**src/rtl/sram_like_bridge.sv**
```systemverilog
// sram_like_bridge: merges the IF and MEM sram-like channels onto one shared sram-like bus.
// Keeps up to MAX_OUT requests in flight. Responses come back in order to the owning
// channel. Instruction responses cancelled by a pipeline flush are dropped.
// Optional feature macro: SRAM_BRIDGE_PERF_EN enables the perf counters. When it is
// undefined, the counter outputs are tied to zero.
module sram_like_bridge #(
  parameter int unsigned ADDR_W  = 32,
  parameter int unsigned DATA_W  = 32,
  parameter int unsigned MAX_OUT = 2
) (
  input  logic                clk,
  input  logic                rst,
  input  logic                flush,
  input  logic                inst_req,
  input  logic                inst_wr,
  input  logic [1:0]          inst_size,
  input  logic [DATA_W/8-1:0] inst_wstrb,
  input  logic [ADDR_W-1:0]   inst_addr,
  input  logic [DATA_W-1:0]   inst_wdata,
  output logic                inst_addr_ok,
  output logic                inst_data_ok,
  output logic [DATA_W-1:0]   inst_rdata,
  input  logic                data_req,
  input  logic                data_wr,
  input  logic [1:0]          data_size,
  input  logic [DATA_W/8-1:0] data_wstrb,
  input  logic [ADDR_W-1:0]   data_addr,
  input  logic [DATA_W-1:0]   data_wdata,
  output logic                data_addr_ok,
  output logic                data_data_ok,
  output logic [DATA_W-1:0]   data_rdata,
  output logic                bus_req,
  output logic                bus_wr,
  output logic [1:0]          bus_size,
  output logic [DATA_W/8-1:0] bus_wstrb,
  output logic [ADDR_W-1:0]   bus_addr,
  output logic [DATA_W-1:0]   bus_wdata,
  input  logic                bus_addr_ok,
  input  logic                bus_data_ok,
  input  logic [DATA_W-1:0]   bus_rdata,
  output logic                proto_err,
  output logic [31:0]         perf_inst_cnt,
  output logic [31:0]         perf_data_cnt,
  output logic [31:0]         perf_stall_cnt
);

  localparam int unsigned STRB_W = DATA_W / 8;
  localparam int unsigned CNT_W  = $clog2(MAX_OUT + 1);
  localparam int unsigned PTR_W  = (MAX_OUT > 1) ? $clog2(MAX_OUT) : 1;
  localparam logic [CNT_W-1:0] MAX_CNT  = CNT_W'(MAX_OUT);
  localparam logic [PTR_W-1:0] LAST_PTR = PTR_W'(MAX_OUT - 1);

  typedef enum logic [1:0] {StIdle, StHoldInst, StHoldData} state_e;

  state_e              state_q, state_d;
  logic                hold_wr_q;
  logic [1:0]          hold_size_q;
  logic [STRB_W-1:0]   hold_wstrb_q;
  logic [ADDR_W-1:0]   hold_addr_q;
  logic [DATA_W-1:0]   hold_wdata_q;
  logic                hold_cancel_q, hold_cancel_d;
  logic                latch_en;

  // Tag FIFO: owner (1 = data channel) and cancel flag per in-flight request
  logic                tag_data_q   [MAX_OUT];
  logic                tag_cancel_q [MAX_OUT];
  logic [PTR_W-1:0]    wr_ptr_q, rd_ptr_q;
  logic [CNT_W-1:0]    count_q;
  logic                push, push_data, push_cancel, pop;
  logic                grant_any;
  logic                proto_err_q;

  function automatic logic [PTR_W-1:0] ptr_inc(input logic [PTR_W-1:0] p);
    return (p == LAST_PTR) ? '0 : p + 1'b1;
  endfunction

  // Arbitration, bus mux, handshake outputs and FIFO push decision
  always_comb begin
    state_d       = state_q;
    hold_cancel_d = hold_cancel_q;
    latch_en      = 1'b0;
    push          = 1'b0;
    push_data     = 1'b0;
    push_cancel   = 1'b0;
    inst_addr_ok  = 1'b0;
    data_addr_ok  = 1'b0;
    grant_any     = 1'b0;
    bus_req       = 1'b0;
    bus_wr        = data_req ? data_wr    : inst_wr;
    bus_size      = data_req ? data_size  : inst_size;
    bus_wstrb     = data_req ? data_wstrb : inst_wstrb;
    bus_addr      = data_req ? data_addr  : inst_addr;
    bus_wdata     = data_req ? data_wdata : inst_wdata;
    case (state_q)
      StIdle: begin
        // Data has fixed priority; inst is never granted in a flush cycle
        grant_any = data_req | (inst_req & ~flush);
        bus_req   = grant_any & (count_q < MAX_CNT);
        if (bus_req) begin
          if (bus_addr_ok) begin
            push         = 1'b1;
            push_data    = data_req;
            data_addr_ok = data_req;
            inst_addr_ok = ~data_req;
          end else begin
            latch_en      = 1'b1;
            hold_cancel_d = 1'b0;
            state_d       = data_req ? StHoldData : StHoldInst;
          end
        end
      end
      StHoldInst, StHoldData: begin
        bus_req   = 1'b1;
        bus_wr    = hold_wr_q;
        bus_size  = hold_size_q;
        bus_wstrb = hold_wstrb_q;
        bus_addr  = hold_addr_q;
        bus_wdata = hold_wdata_q;
        if (state_q == StHoldInst && flush) hold_cancel_d = 1'b1;
        if (bus_addr_ok) begin
          push    = 1'b1;
          state_d = StIdle;
          if (state_q == StHoldData) begin
            push_data    = 1'b1;
            data_addr_ok = 1'b1;
          end else begin
            // A request flushed while on the bus still completes, but its reply is dropped
            push_cancel  = hold_cancel_q | flush;
            inst_addr_ok = ~(hold_cancel_q | flush);
          end
        end
      end
      default: state_d = StIdle;
    endcase
  end

  // Response routing from the FIFO head
  always_comb begin
    pop          = bus_data_ok & (count_q != '0);
    data_data_ok = pop & tag_data_q[rd_ptr_q];
    inst_data_ok = pop & ~tag_data_q[rd_ptr_q] & ~tag_cancel_q[rd_ptr_q] & ~flush;
    inst_rdata   = bus_rdata;
    data_rdata   = bus_rdata;
  end

  // FSM state and latched request payload
  always_ff @(posedge clk) begin
    if (rst) begin
      state_q       <= StIdle;
      hold_cancel_q <= 1'b0;
      hold_wr_q     <= 1'b0;
      hold_size_q   <= '0;
      hold_wstrb_q  <= '0;
      hold_addr_q   <= '0;
      hold_wdata_q  <= '0;
    end else begin
      state_q       <= state_d;
      hold_cancel_q <= hold_cancel_d;
      if (latch_en) begin
        hold_wr_q    <= bus_wr;
        hold_size_q  <= bus_size;
        hold_wstrb_q <= bus_wstrb;
        hold_addr_q  <= bus_addr;
        hold_wdata_q <= bus_wdata;
      end
    end
  end

  // Tag FIFO: flush marks in-flight inst tags, then push/pop update pointers and count
  always_ff @(posedge clk) begin
    if (rst) begin
      wr_ptr_q <= '0;
      rd_ptr_q <= '0;
      count_q  <= '0;
      for (int unsigned i = 0; i < MAX_OUT; i++) begin
        tag_data_q[i]   <= 1'b0;
        tag_cancel_q[i] <= 1'b0;
      end
    end else begin
      for (int unsigned i = 0; i < MAX_OUT; i++) begin
        if (flush && !tag_data_q[i]) tag_cancel_q[i] <= 1'b1;
      end
      if (push) begin
        tag_data_q[wr_ptr_q]   <= push_data;
        tag_cancel_q[wr_ptr_q] <= push_cancel;
        wr_ptr_q               <= ptr_inc(wr_ptr_q);
      end
      if (pop) rd_ptr_q <= ptr_inc(rd_ptr_q);
      case ({push, pop})
        2'b10:   count_q <= count_q + 1'b1;
        2'b01:   count_q <= count_q - 1'b1;
        default: count_q <= count_q;
      endcase
    end
  end

  // Sticky protocol error: a response arrived with nothing in flight
  always_ff @(posedge clk) begin
    if (rst) proto_err_q <= 1'b0;
    else if (bus_data_ok && count_q == '0) proto_err_q <= 1'b1;
  end

  assign proto_err = proto_err_q;

`ifdef SRAM_BRIDGE_PERF_EN
  logic [31:0] perf_inst_q, perf_data_q, perf_stall_q;

  // Accepted-request and address-stall counters, wrapping at 2^32
  always_ff @(posedge clk) begin
    if (rst) begin
      perf_inst_q  <= '0;
      perf_data_q  <= '0;
      perf_stall_q <= '0;
    end else begin
      if (push && !push_data) perf_inst_q <= perf_inst_q + 32'd1;
      if (push && push_data) perf_data_q <= perf_data_q + 32'd1;
      if (bus_req && !bus_addr_ok) perf_stall_q <= perf_stall_q + 32'd1;
    end
  end

  assign perf_inst_cnt  = perf_inst_q;
  assign perf_data_cnt  = perf_data_q;
  assign perf_stall_cnt = perf_stall_q;
`else
  assign perf_inst_cnt  = 32'd0;
  assign perf_data_cnt  = 32'd0;
  assign perf_stall_cnt = 32'd0;
`endif

endmodule

```
**config.mk**
```make
export PLATFORM = sky130hd
export DESIGN_NAME = sram_like_bridge
export DESIGN_NICKNAME = d
export VERILOG_FILES = /design/src/rtl/sram_like_bridge.sv
export SDC_FILE = /design/constraint.sdc
export NUM_CORES = 1
export LEC_CHECK = 0
export ABC_AREA = 0
export BUFFER_PORTS_ARGS = -buffer_cell sky130_fd_sc_hd__buf_2
export CORE_AREA = 2 2 162 164
export DETAILED_ROUTE_END_ITERATION = 16
export DIE_AREA = 0 0 164 166
export PLACE_DENSITY = 0.59
export SYNTH_ARGS = -nofsm -noshare
export SYNTH_HDL_FRONTEND = slang
export SYNTH_SLANG_ARGS = --single-unit
```
**constraint.sdc**
```tcl
create_clock -name clk -period 5.3 [get_ports clk]
set_clock_uncertainty 0.2 [all_clocks]
set_input_delay 0.265 -clock clk [delete_from_list [all_inputs] [get_ports clk]]
set_output_delay 0.265 -clock clk [all_outputs]
set_load 0.005 [all_outputs]
```
==> impl_metrics.py <==
metrics = {
    "logic_synthesis": {
        "synth_enable_flop_cells": 4,
        "ys_ff_latch": 84,
        "post-synth-top-area-cell": "dfxtp_1",
        "ys_types": 35,
        "seq_area_frac_synth": 0.292,
        "syn_inst": 718,
        "syn_area_sq_mm": 0.00590,
        "ys_top_cells_by_area": "dfxtp_1 27%, mux2i_1 25%, buf_4 20%",
        "synth.avg_cell_area_sq_um": 8.22,
        "synth-main-ff-cell": "dfxtp_1",
        "yosys_warnings": 0,
        "yosysTopAreaCellShare": 0.271,
        "async_reset_ff_frac": 0,
    },
    "floorplanning": {
        "die_area_sq_mm": 0.0272,
        "die_h_um": 166,
        "initial_core_util": 0.230,
        "ios": 418,
        "chipWidth_um": 164,
        "core_sq_mm": 0.0256,
        "rows": 59,
    },
    "global_route": {
        "overflow": 0,
        "grt_start_max_net_pins": 90,
        "antenna_found_initial": 0,
        "grt_pass1_wl_mm": 21.3,
        "grt_pass1_vias": 4258,
        "grtUsageTotal": 0.0977,
    },
    "clock_network": {
        "cts_setup_buffers": 0,
        "post_cts_resized": 0,
        "cts.htree.levels": 3,
        "clkLatencyLatePin_ps": 340,
        "clk_pin_slew_worst_paths_ps": 70,
        "clockRootBuffer": "clkbuf_16",
        "tritoncts": "done",
        "cts_buffers": 9,
        "cts.sinks": 84,
        "cts_buffer_depth": 2,
    },
    "placement": {
        "dpl.hpwl_mm": 10.4,
        "dp_cells": 1176,
        "numPortBuffers": 225,
        "gp_congestion": 0.740,
    },
    "cells_and_area": {
        "area_growth_pct": 14.8,
        "fin_nets": 1039,
        "stdcell_count": 1193,
        "layout_commonest_cell": "buf_2",
        "final_layout_size_suffix_gt1_frac": 0.291,
        "layout_common_cells": "224 x buf_2, 145 x mux2i_1, 96 x conb_1",
        "fillCellCount": 2781,
        "antenna_cells": 0,
    },
    "sta": {
        "period_share": 0.599,
        "final_hold_viol_count": 0,
        "max-slew-margin-rel": 0.361,
        "fin_crit_ps": 3180,
        "fmax_mhz": 315,
        "tightest_slew_ps": 959,
        "setup_viol": 0,
        "finalSetupTns_ps": 0,
        "rsz0062_at_grt": "no",
        "slew_viol_final": 0,
    },
    "drt": {
        "dr.pass1.iters": 4,
        "totalWireLength_mm": 13.9,
        "ant_nets": 0,
        "drtIter0Drc": 139,
        "wl_per_cell_um": 11.7,
        "vias": 4732,
        "route.detailed.drc": 0,
        "via_per_inst": 3.97,
    },
    "critical_path": {
        "startpoint": "state_q[0]",
        "worst-path-max-fanout": 89,
        "start_kind": "flip-flop",
        "crit_path_end_kind": "output port",
        "cp_slowest_cell": "buf_4",
        "critPathArrivalTime_ps": 2710,
        "crit_required_ps": 4840,
        "critPathKind": "reg -> out",
        "rr_startpoint": "state_q[0]",
        "slowest_delay_ps": 670,
        "worstPathCellList": "inv_1 > ha_4 > buf_4 > o21ai_0 > buf_2",
    },
    "power": {
        "ir_worst_vdd_v": 0.000203,
        "powerDensity_mw_per_mm2": 372,
        "power.leakage_nw": 3.19,
    },
    "min_path": {
        "hold_path.class": "in -> reg",
        "hold_start": "bus_addr_ok",
    },
    "outcome": {
        "outcome": "completed",
    },
    "job": {
        "maxCapViolCount": 0,
    },
}
==> synth_stat cells, types with 2 or more instances <==
cell        n
xor2_1      2
ha_1        5
nand2_1    73
dfxtp_1    80
a31o_2      2
inv_1       8
buf_4     161
or3_1       2
clkbuf_1   23
nor3_1      4
or4_1       2
nor2b_1     4
xnor2_1     2
a21oi_1     4
nand2b_1    2
edfxtp_1    4
buf_2      16
nor2_1     84
o21ai_0    78
o21bai_1    2
mux2i_1   145
o221ai_1    2
==> metal layers <==
metal	GRT usage	share of wire
met1	0.114	0.42
met2	0.165	0.48
met3	0.0260	0.070
met4	0.0477	0.037
met5	0	0
==> critical path, delay by kind of cell, from the launching register on <==
family | cells | cell delay, ps
fa+ha+maj | 1 | 610
buf+inv | 3 | 960
compound gates | 1 | 290
flops | 1 | 380
==> path summary, 6_finish.rpt <==
path / to / slack, ps / cells past startpoint
worst max-delay path: bus_wdata[5] / 2120 / 5
worst min-delay path: tag_data_q[0] / 200 / 3
worst max register to register: hold_wdata_q[31] / 2370 / 7
worst min register to register: proto_err / 280 / 2
==> flip-flops by register name, summed over array words and instances, names as in the netlist, named ones only <==
register and cells:
hold_size_q 2, count_q 2, tag_cancel_q 2, state_q 2, hold_wdata_q 32, tag_data_q 2
hold_cancel_q 1, rd_ptr_q 1, hold_wstrb_q 4, wr_ptr_q 1, proto_err 1, hold_wr_q 1
hold_addr_q 32
==> through the flow <==
step	hold slack (ps)	area [sq um]	util	power, mW	setup WS [ps]
after CTS	165	6780	0.265	2.58	2030
after global placement	253	6470	0.253	1.89	2420
final	197	6780	0.265	2.52	2120
after detailed placement	259	6470	0.253	1.91	2360
after floorplan	204	6260	-	1.62	2850
after global routing	187	6780	0.265	2.73	1830
==> area by class of cell <==
type,count,area [sq um],share of cell area
Tap cell,335,419,0.0619
Multi-Input combinational cell,519,3140,0.463
Timing Repair Buffer,230,1170,0.172
Sequential cell,84,1720,0.254
Clock inverter,5,41.3,0.00609
Inverter,9,33.8,0.00499
Clock buffer,11,254,0.0375
==> power breakdown <==
part	switching (mW)	internal (mW)	leakage (nW)
clock	0.288	0.351	0.138
sequential	0.0657	0.757	0.696
combinational	0.612	0.445	2.36
total	0.966	1.55	3.19
==> repair_timing <==
action	4_1_cts	5_1_grt
hold buffers	1	0
setup endpoints to repair	0	0
endpoints found under the hold margin	1	0
==> logic make-up (layout without fill, tap and decap cells) <==
kind of cell,count (synthesis),count (layout),synth area share
other,1,96,0.000635
buffers and inverters,210,255,0.241
adder cells (fa/ha/maj),5,5,0.0106
XOR/XNOR,4,4,0.00594
flip-flops,84,84,0.292
AND/OR/NAND/NOR,176,176,0.120
AO/OA/AOI/OAI,93,93,0.0846
multiplexers,145,145,0.246
Power figures use the tool's default switching activity.
